==> src/rtl/ps2_tron_keys_pkg.sv <==
// rtl/ps2_tron_keys_pkg.sv - shared constants for the Tron PS/2 key decoder
package ps2_tron_keys_pkg;

  localparam logic [1:0] DIR_UP    = 2'd0;
  localparam logic [1:0] DIR_RIGHT = 2'd1;
  localparam logic [1:0] DIR_DOWN  = 2'd2;
  localparam logic [1:0] DIR_LEFT  = 2'd3;

  localparam logic [7:0] SC_E0     = 8'hE0;
  localparam logic [7:0] SC_F0     = 8'hF0;
  localparam logic [7:0] SC_W      = 8'h1D;
  localparam logic [7:0] SC_A      = 8'h1C;
  localparam logic [7:0] SC_S      = 8'h1B;
  localparam logic [7:0] SC_D      = 8'h23;
  localparam logic [7:0] SC_ENTER  = 8'h5A;
  localparam logic [7:0] SC_UP     = 8'h75;
  localparam logic [7:0] SC_DOWN   = 8'h72;
  localparam logic [7:0] SC_LEFT   = 8'h6B;
  localparam logic [7:0] SC_RIGHT  = 8'h74;

  localparam int         NUM_KEYS  = 9;
  localparam logic [3:0] KEY_W     = 4'd0;
  localparam logic [3:0] KEY_A     = 4'd1;
  localparam logic [3:0] KEY_S     = 4'd2;
  localparam logic [3:0] KEY_D     = 4'd3;
  localparam logic [3:0] KEY_UP    = 4'd4;
  localparam logic [3:0] KEY_DOWN  = 4'd5;
  localparam logic [3:0] KEY_LEFT  = 4'd6;
  localparam logic [3:0] KEY_RIGHT = 4'd7;
  localparam logic [3:0] KEY_ENTER = 4'd8;

  typedef enum logic [1:0] {
    ST_IDLE,
    ST_EXT,
    ST_BRK,
    ST_EXT_BRK
  } prefix_state_t;

  function automatic logic [1:0] opposite(input logic [1:0] d);
    return d ^ 2'd2;
  endfunction

endpackage

==> src/rtl/ps2_tron_keys.sv <==
// rtl/ps2_tron_keys.sv - PS/2 scancode decoder producing held keys and player directions
module ps2_tron_keys
  import ps2_tron_keys_pkg::*;
#(
  parameter logic [1:0] P1_INIT_DIR = 2'd1,
  parameter logic [1:0] P2_INIT_DIR = 2'd3
) (
  input  logic                CLOCK_50,
  input  logic                reset,
  input  logic [7:0]          received_data,
  input  logic                received_data_en,
  input  logic                dir_init,
  output logic [NUM_KEYS-1:0] key_state,
  output logic [1:0]          p1_dir,
  output logic [1:0]          p2_dir,
  output logic                start_pulse
);

  prefix_state_t       state, state_next;
  logic                dec_valid, dec_ext, dec_brk;
  logic                hit, new_press;
  logic [3:0]          key_idx;
  logic [1:0]          req_dir;
  logic [NUM_KEYS-1:0] key_state_next;
  logic [1:0]          p1_dir_next, p2_dir_next;
  logic                start_next;

  always_ff @(posedge CLOCK_50) begin
    if (reset) begin
      state       <= ST_IDLE;
      key_state   <= '0;
      p1_dir      <= P1_INIT_DIR;
      p2_dir      <= P2_INIT_DIR;
      start_pulse <= 1'b0;
    end else begin
      state       <= state_next;
      key_state   <= key_state_next;
      p1_dir      <= p1_dir_next;
      p2_dir      <= p2_dir_next;
      start_pulse <= start_next;
    end
  end

  // Prefix tracking: only a non-prefix byte yields a decode strobe.
  always_comb begin
    state_next = state;
    dec_valid  = 1'b0;
    dec_ext    = 1'b0;
    dec_brk    = 1'b0;
    if (received_data_en) begin
      case (state)
        ST_IDLE: begin
          if (received_data == SC_E0)      state_next = ST_EXT;
          else if (received_data == SC_F0) state_next = ST_BRK;
          else                             dec_valid  = 1'b1;
        end
        ST_EXT: begin
          if (received_data == SC_F0)      state_next = ST_EXT_BRK;
          else if (received_data == SC_E0) state_next = ST_EXT;
          else begin
            state_next = ST_IDLE;
            dec_valid  = 1'b1;
            dec_ext    = 1'b1;
          end
        end
        ST_BRK: begin
          state_next = ST_IDLE;
          if (received_data != SC_E0 && received_data != SC_F0) begin
            dec_valid = 1'b1;
            dec_brk   = 1'b1;
          end
        end
        default: begin
          state_next = ST_IDLE;
          dec_valid  = 1'b1;
          dec_ext    = 1'b1;
          dec_brk    = 1'b1;
        end
      endcase
    end
  end

  // Key table: keypad codes share bytes with arrows/enter, so the E0 flag must match.
  always_comb begin
    hit     = 1'b0;
    key_idx = KEY_W;
    req_dir = DIR_UP;
    if (dec_valid) begin
      if (dec_ext) begin
        case (received_data)
          SC_UP:    begin hit = 1'b1; key_idx = KEY_UP;    req_dir = DIR_UP;    end
          SC_DOWN:  begin hit = 1'b1; key_idx = KEY_DOWN;  req_dir = DIR_DOWN;  end
          SC_LEFT:  begin hit = 1'b1; key_idx = KEY_LEFT;  req_dir = DIR_LEFT;  end
          SC_RIGHT: begin hit = 1'b1; key_idx = KEY_RIGHT; req_dir = DIR_RIGHT; end
          default:  hit = 1'b0;
        endcase
      end else begin
        case (received_data)
          SC_W:     begin hit = 1'b1; key_idx = KEY_W;     req_dir = DIR_UP;    end
          SC_A:     begin hit = 1'b1; key_idx = KEY_A;     req_dir = DIR_LEFT;  end
          SC_S:     begin hit = 1'b1; key_idx = KEY_S;     req_dir = DIR_DOWN;  end
          SC_D:     begin hit = 1'b1; key_idx = KEY_D;     req_dir = DIR_RIGHT; end
          SC_ENTER: begin hit = 1'b1; key_idx = KEY_ENTER; end
          default:  hit = 1'b0;
        endcase
      end
    end
  end

  // Typematic repeats leave the bit set, so only a 0->1 edge counts as a press.
  always_comb begin
    key_state_next = key_state;
    new_press      = hit && !dec_brk && !key_state[key_idx];
    if (hit) key_state_next[key_idx] = !dec_brk;

    p1_dir_next = p1_dir;
    p2_dir_next = p2_dir;
    if (dir_init) begin
      p1_dir_next = P1_INIT_DIR;
      p2_dir_next = P2_INIT_DIR;
    end else if (new_press) begin
      if (key_idx <= KEY_D) begin
        if (req_dir != opposite(p1_dir)) p1_dir_next = req_dir;
      end else if (key_idx <= KEY_RIGHT) begin
        if (req_dir != opposite(p2_dir)) p2_dir_next = req_dir;
      end
    end

    start_next = new_press && (key_idx == KEY_ENTER);
  end

endmodule

==> config.mk <==
export PLATFORM = sky130hd
export DESIGN_NAME = ps2_tron_keys
export DESIGN_NICKNAME = d
export VERILOG_FILES = /design/src/rtl/ps2_tron_keys_pkg.sv /design/src/rtl/ps2_tron_keys.sv
export SDC_FILE = /design/constraint.sdc
export NUM_CORES = 1
export LEC_CHECK = 0
export BUFFER_PORTS_ARGS = -buffer_cell sky130_fd_sc_hd__buf_2
export CELL_PAD_IN_SITES_DETAIL_PLACEMENT = 0
export CELL_PAD_IN_SITES_GLOBAL_PLACEMENT = 1
export CORE_MARGIN = 2
export CORE_UTILIZATION = 40
export DETAILED_ROUTE_END_ITERATION = 12
export GPL_TIMING_DRIVEN = 0
export PLACE_DENSITY_LB_ADDON = 0.1
export RECOVER_POWER = 100
export SLEW_MARGIN = 5
export SYNTH_ARGS = -nofsm -noshare
export SYNTH_HDL_FRONTEND = slang
export SYNTH_SLANG_ARGS = --single-unit
export TNS_END_PERCENT = 50
==> constraint.sdc <==
create_clock -name CLOCK_50 -period 2.6 [get_ports CLOCK_50]
set_input_delay 0.39 -clock CLOCK_50 [delete_from_list [all_inputs] [get_ports CLOCK_50]]
set_output_delay 0.39 -clock CLOCK_50 [all_outputs]
set_load 0.1 [all_outputs]
==> parameters.txt, run 1 <==
Parameter                              Value

STA
  Final Setup Violations    0
  Minimum hold slack    0.3249 ns
  Final slew viol count    0
  Transition time at the pin with the least slew margin    about 1.2 ns
  Final Hold Fails    0
  Worst rel slew slack    0.2259
  Final Cycle Share    0.9338
  Skew final    about 0.0024 ns
  Timing-limited maximum frequency    411.9 MHz
  Final setup TNS    0 ns
  Minimum period implied by the final worst setup slack    2.428 ns

Critical path
  Register-to-register setup slack    0.29 ns
  End of the critical path    p1_dir[1]$_SDFFE_PP0P_
  Launching point of the worst reg2reg path    state[0]$_SDFFE_PP0P_
  Element type at the critical path start    input pin
  Critical Path Start    received_data[3]
  Register-to-Register Path Depth    7
  Worst reg2reg path endpoint    p2_dir[1]$_SDFFE_PP1P_
  Chain of cells forming the critical path    buf_2 > buf_2 > nand3b_1 > a2111o_1 > or4_4 > or3_1 > a32oi_2 > nand3_1 > a21oi_1
  Slowest stage cell, crit path    sky130_fd_sc_hd__a2111o_1
  Maximum cell stage delay along the critical path    between 0.4 and 0.5 ns
  Worst Path Class, Setup    input pin to flop
  Data arrival time at the worst-slack endpoint    2.66 ns
  Library cell appearing most often on the critical path    sky130_fd_sc_hd__buf_2
  Endpoint type of the worst setup path    flop
  Critical Path Fanout Max    10
  Required time at the worst-slack endpoint    2.83 ns

CTS
  Maximum level of the CTS H-tree    1
  CTS Buffer Depth    2
  Clock Root Buffer    sky130_fd_sc_hd__clkbuf_4
  Clock tree from TritonCTS    done
  CTS buffer count    3
  Clock-pin slew on the worst setup and hold paths    0.09 ns
  Insertion delay to the later sink of the worst-skew pair    0.29 ns
  Post-CTS Hold Fix Bufs    0
  Clk sink count    16

Power
  Net switching power    approximately 130 uW
  Part of the power in the clock network    0.333
  Power Total    492.3 uW
  P per Cell Area    329.3 mW/mm2
  Comb pwr share    0.167
  IR drop worst, VDD    about 0.22 mV
  Leak pwr    0.5149 nW
  Switching part of the total power    0.2656
  Cell-internal power    361.5 uW
  Share of total power in sequential cells    0.501

Logic synthesis
  Ys Warns    0
  Ranking of synthesized cells by instance count    sky130_fd_sc_hd__dfxtp_1 (16), sky130_fd_sc_hd__a21oi_1 (15), sky130_fd_sc_hd__nor2_1 (13), sky130_fd_sc_hd__nand3_1 (8), sky130_fd_sc_hd__o21ai_0 (8)
  Simple logic cell fraction of the synthesized area    0.3905
  Top cell type by total area after synthesis    sky130_fd_sc_hd__dfxtp_1
  Post-synth net total    176
  Number of synthesized flops with an enable pin    0
  Cell area after technology mapping    0.001297 mm2
  Leading cell types by total area after synthesis    sky130_fd_sc_hd__dfxtp_1 (25%), sky130_fd_sc_hd__a21oi_1 (5.8%), sky130_fd_sc_hd__nor2_1 (3.8%), sky130_fd_sc_hd__nand3_1 (3.1%), sky130_fd_sc_hd__o21ai_0 (3.1%)
  Post-synthesis register bit count    16
  Area share of the leading cell type in the synthesized netlist    0.2469
  Synth unique cells    57
  Avg Inst Size Synth    between 7 and 8 um2
  Gate count after technology mapping    ~160
  Proportion of synthesized chip area in sequential cells    0.2469
  Post-synthesis mux area share    0
  Dominant register cell in the synthesized netlist    sky130_fd_sc_hd__dfxtp_1
  XOR/XNOR Fraction of Synth Area    0.02025
  Largest family of logic cells by synthesized area    simple AND/OR/NAND/NOR gates
  Share of async-settable or async-resettable flops after synthesis    0
  Complex-gate fraction of the synthesized area    0.2816
  Fraction of the mapped netlist area in adder cells    0
  Most frequent cell after synthesis    sky130_fd_sc_hd__dfxtp_1

Placed design
  Gpl congestion    0.9333
  Cell Area, Placed    0.001458 mm2
  Placed insts    ~230
  HPWL after DPL    2732 um
  Total of buffers placed on input and output ports    21

Drt
  Remaining design rule violation count    0
  First-pass iteration count of the detailed router    4
  Vias per inst    between 5 and 6
  Routed via count    1378
  Routed wire length    approximately 3500 um
  Wire length per cell    15.16 um
  Antenna violation net count after detailed routing    0
  DRT iter0 DRCs    57

Finish
  Number of diodes added for antenna fixing    0
  Filler cell count in the final layout    347
  NumNets Final    202
  Register area    320.3 um2
  Share of post-route cells with drive strength above 1    0.1376
  Multi-input logic area    917.1 um2
  Design area    0.001495 mm2
  Synthesis-to-finish area growth    15.24%
  Post-route non-filler standard cell count    233

Die
  Height of the die    between 60 and 70 um
  Die width    60.96 um
  Site row count    20
  Top-level I/O count    26
  Initial core utilization    0.4215
  Die area    0.003716 mm2
  Placeable core region    0.003078 mm2

Global route
  Initial antenna violation count    0
  Pin count of the biggest net entering global routing    11
  Number of global-route vias before repair    1238
  Overflow after GRT    0
  All-layer global routing usage    0.2017
  Global-route wire length before repair    5713 um

Run
  Maximum capacitance violations    0

Hold path
  Hold Path Class    input pin to flop

Run status
  Outcome    finished, final reports clean
stage by stage:
stage / util / setup slack (ns)
detailed placement: 0.4736 / -0.2211
global route: 0.4858 / -0.006433
finish: 0.4858 / 0.1720
global placement: 0.4736 / -0.1907
CTS: 0.4854 / 0.08862
floorplan: - / 0.2207
repair_timing:
item	4_1_cts	5_1_grt
setup buffers	0	0
setup endpoints to repair	0	4
resized for setup	0	3
hold endpoints to repair	0	0
per-layer routing:
metal | global-route usage | wire [um] | up-vias
li1 | - | - | 692
met1 | 0.3008 | 1800 | 639
met2 | 0.3088 | 1528 | 47
met3 | 0.04478 | 204 | 0
met4 | 0.01863 | 0 | 0
met5 | 0 | 0 | -
sequential cells by signal, indices dropped and copies added, names as in the netlist:
signal,cells
key_state,9
p1_dir,2
p2_dir,2
start_pulse,1
state,2
layout by cell type (no fill, tap or decap), drive strengths merged, types with 3 or more instances in the layout:
cell type / instances
nand3: 8
buf: 13
nor3b: 4
inv: 3
nand4b: 3
nor2b: 4
a311oi: 3
nand4: 4
and3: 4
dfxtp: 16
nand2: 5
nor2: 13
or3: 5
o21ai: 9
o211ai: 4
nor3: 6
clkbuf: 24
a21oi: 15
worst max-delay path, delay by kind of cell:
kind | cells | cell delay (ns)
AO/OA/AOI/OAI | 3 | 0.94
buffers and inverters | 2 | 0.30
AND/OR/NAND/NOR | 4 | 1.03
how the worst min path moves through the flow:
| stage | startpoint | slack (ns) | cells past startpoint | endpoint |
|---|---|---|---|---|
| 4_1_cts | reset | 0.32 | 2 | key_state[7]$_SDFFE_PP0P_ |
| 6_report | reset | 0.32 | 2 | key_state[7]$_SDFFE_PP0P_ |
| 5_1_grt | reset | 0.32 | 2 | key_state[7]$_SDFFE_PP0P_ |
| 2_1_floorplan | reset | 0.46 | 1 | key_state[2]$_SDFFE_PP0P_ |
| 3_3_place_gp | p2_dir[1]$_SDFFE_PP1P_ | 0.45 | 1 | p2_dir[1]$_SDFFE_PP1P_ |
| 3_5_place_dp | p2_dir[1]$_SDFFE_PP1P_ | 0.47 | 1 | p2_dir[1]$_SDFFE_PP1P_ |
power groups by stage:
stage	Sequential [mW]	Combinational [mW]	Clock [mW]
CTS	0.247	0.0783	0.171
detailed placement	0.252	0.0781	0
global route	0.247	0.0891	0.182
global placement	0.252	0.0772	0
finish	0.246	0.0820	0.164
floorplan	0.254	0.0533	0
logic make-up after synthesis:
logic type / count (synthesis)
compound gates: 52
xor+xnor: 3
simple gates: 78
buf+inv: 15
flops: 16
layout make-up:
cell class	instances	share of cell area
tap	44	0.03682
multi-input combinational	133	0.6134
sequential	16	0.2142
buffer	12	0.04519
timing repair buffer	21	0.05858
clock buffer	4	0.02427
inverter	3	0.007531
No activity file was read; power rests on OpenSTA's default activity.
==> run 2, diff against run 1 <==
ABC_CLOCK_PERIOD_IN_PS = 2600   (was unset)
PLACE_DENSITY = 0.77   (was unset)
PLACE_DENSITY_LB_ADDON = unset   (was 0.1)
==> run 2 against run 1 <==
- non-clock buffer count stayed put
- first-iteration DRC count down 18%
- worst setup slack gained 0.0058 ns
- register-to-register slack got worse by 0.06 ns
- combinational power down 0.5%
- worst hold slack improved by 0.031 ns
- maximum frequency is 0.24% higher
- power grew 1.3%
- clock power up 4%
- flip-flop and latch count unchanged
- final area rose by 0.92%
- sequential power about the same
==> parameters.txt, run 2 (synthesis gave the netlist of run 1 again) <==
Parameter                              Value

Finish
  NumNets Final    202 (unchanged)
  Share of post-route cells with drive strength above 1    0.1376 (unchanged)
  Most common cell after layout, fill and taps aside    sky130_fd_sc_hd__clkbuf_1
  Number of diodes added for antenna fixing    0 (unchanged)
  Number of flip-flops in the largest register    9 (unchanged)
  Commonest non-fill, non-tap cells in the layout    sky130_fd_sc_hd__clkbuf_1 (20), sky130_fd_sc_hd__dfxtp_1 (16), sky130_fd_sc_hd__a21oi_1 (15)
  Top register by number of flip-flops    key_state
  Filler cell count in the final layout    334 (-3.7%)
  Synthesis-to-finish area growth    16.30%

Drt
  DRT iter0 DRCs    47 (-18%)
  Routed via count    1403 (+1.8%)
  Vias per inst    6.021 (+1.8%)
  Routed wire length    3536 um (about the same)
  First-pass iteration count of the detailed router    4 (unchanged)
  Wire length per cell    15.18 um (about the same)
  Remaining design rule violation count    0 (unchanged)
  Antenna violation net count after detailed routing    0 (unchanged)

Die
  Top-level I/O count    26 (unchanged)
  Initial core utilization    0.4215 (unchanged)
  Die width    60.96 um (unchanged)
  Die area    0.003716 mm2 (unchanged)
  Site row count    20 (unchanged)
  Placeable core region    0.003078 mm2 (unchanged)
  Height of the die    60.96 um (unchanged)

Run status
  Outcome    finished, final reports clean

Critical path
  Data arrival time at the worst-slack endpoint    2.65 ns (about the same)
  Launching point of the worst reg2reg path    state[0]$_SDFFE_PP0P_
  Required time at the worst-slack endpoint    2.83 ns (about the same)
  End of the critical path    p1_dir[1]$_SDFFE_PP0P_
  Endpoint type of the worst setup path    flop
  Worst reg2reg path endpoint    p2_dir[1]$_SDFFE_PP1P_
  Maximum cell stage delay along the critical path    0.55 ns (+0.09 ns)
  Critical Path Fanout Max    10 (unchanged)
  Worst Path Class, Setup    input pin to flop
  Slowest stage cell, crit path    sky130_fd_sc_hd__or4_4
  Register-to-register setup slack    0.23 ns (-0.06 ns)
  Register-to-Register Path Depth    7 (unchanged)
  Critical Path Start    received_data[3]
  Element type at the critical path start    input pin
  Chain of cells forming the critical path    buf_2 > clkbuf_4 > and3b_1 > and4b_1 > or4_4 > or3_1 > a32oi_4 > nand3_1 > a21oi_1

Placed design
  Placement-stage worst setup slack    -0.1333 ns (+0.08781 ns)
  Total of buffers placed on input and output ports    21 (unchanged)
  Gpl congestion    0.8818 (-5.5%)
  HPWL after DPL    2752 um (+0.71%)

Run
  Maximum capacitance violations    0 (unchanged)

Global route
  Overflow after GRT    0 (unchanged)
  All-layer global routing usage    0.2128 (+0.01107)
  Number of global-route vias before repair    1235 (-0.24%)
  Pin count of the biggest net entering global routing    11 (unchanged)
  Global-route wire length before repair    5947 um (+4.1%)
  Initial antenna violation count    0 (unchanged)

STA
  Crit path setup slack, layout    0.1778 ns (+0.005780 ns)
  RSZ-0062 raised after global routing    no
  Skew final    0.001275 ns (-0.001140 ns)
  Final Cycle Share    0.9316 (-0.002223)
  Final Hold Fails    0 (unchanged)
  Timing-limited maximum frequency    412.8 MHz (+0.24%)
  Final Setup Violations    0 (unchanged)
  Worst rel slew slack    0.2238 (-0.002114)
  Transition time at the pin with the least slew margin    1.169 ns (+0.003186 ns)
  Final slew viol count    0 (unchanged)
  Minimum period implied by the final worst setup slack    2.422 ns (-0.005780 ns)

Hold path
  Hold Path Class    input pin to flop

Power
  IR drop worst, VDD    0.2012 mV (-7.3%)
  P per Cell Area    330.4 mW/mm2 (+0.36%)
  Power Total    498.6 uW (+1.3%)
  Leak pwr    0.5191 nW (+0.81%)

CTS
  Clock Root Buffer    sky130_fd_sc_hd__clkbuf_4
  CTS Buffer Depth    2 (unchanged)
  Clk sink count    16 (unchanged)
  Clock tree from TritonCTS    done
  Maximum level of the CTS H-tree    1 (unchanged)
  Clock-pin slew on the worst setup and hold paths    0.10 ns (about the same)
  Post CTS Setup Buffer Count    0 (unchanged)
  CTS buffer count    3 (unchanged)
  Insertion delay to the later sink of the worst-skew pair    0.29 ns (about the same)
## run 2: cell type report
class	count	area (um2)	share of cell area
tap	44	55.05	0.03648
timing repair buffer	21	87.58	0.05804
multi-input combinational	133	928.4	0.6153
clock buffer	4	36.28	0.02405
sequential	16	320.3	0.2123
inverter	3	11.26	0.007463
buffer	12	70.07	0.04643
## run 2: stage by stage
stage	utilization	instance area (um2)	TNS [ns]	hold WS, ns	std cells
6_report	0.4902	1509	0	0.3556	233
5_1_grt	0.4902	1509	0	0.3314	233
4_1_cts	0.4854	1494	0	0.3389	233
3_5_place_dp	0.4736	1458	-0.4584	0.4569	229
3_3_place_gp	0.4736	1458	-0.3376	0.4418	229
2_1_floorplan	-	1297	0	0.4621	164
## run 2: worst min-delay path by stage
stage                     cells past startpoint                         to                   start
after floorplan                               1  key_state[2]$_SDFFE_PP0P_                   reset
after detailed placement                      1     p2_dir[1]$_SDFFE_PP1P_  p2_dir[1]$_SDFFE_PP1P_
after CTS                                     2  key_state[7]$_SDFFE_PP0P_                   reset
after global routing                          2  key_state[7]$_SDFFE_PP0P_                   reset
final                                         2  key_state[2]$_SDFFE_PP0P_                   reset
after global placement                        1     p2_dir[1]$_SDFFE_PP1P_  p2_dir[1]$_SDFFE_PP1P_
## run 2: where the power goes
group	internal (mW)	switching (mW)	total [mW]	leakage, nW
logic	0.0309	0.0507	0.0816	0.369
clock network	0.0853	0.0851	0.170	0.0210
registers	0.246	0.000879	0.247	0.129
## run 2: worst max-delay path, delay by kind of cell
kind	cells	cell delay (ns)
simple gates	5	1.50
compound gates	2	0.47
buf+inv	2	0.28
## run 2: repair_timing
action,CTS,global route
hold buffers,0,0
endpoints found under the hold margin,0,0
endpoints found under the setup margin,0,3
gates resized for setup,0,5
## run 2: per-layer routing
layer,part of all wire,vias to the layer above,global-route usage
li1,-,689,-
met1,0.47,662,0.3035
met2,0.47,48,0.3410
met3,0.049,4,0.03838
met4,0.0082,0,0.03416
met5,0,-,0
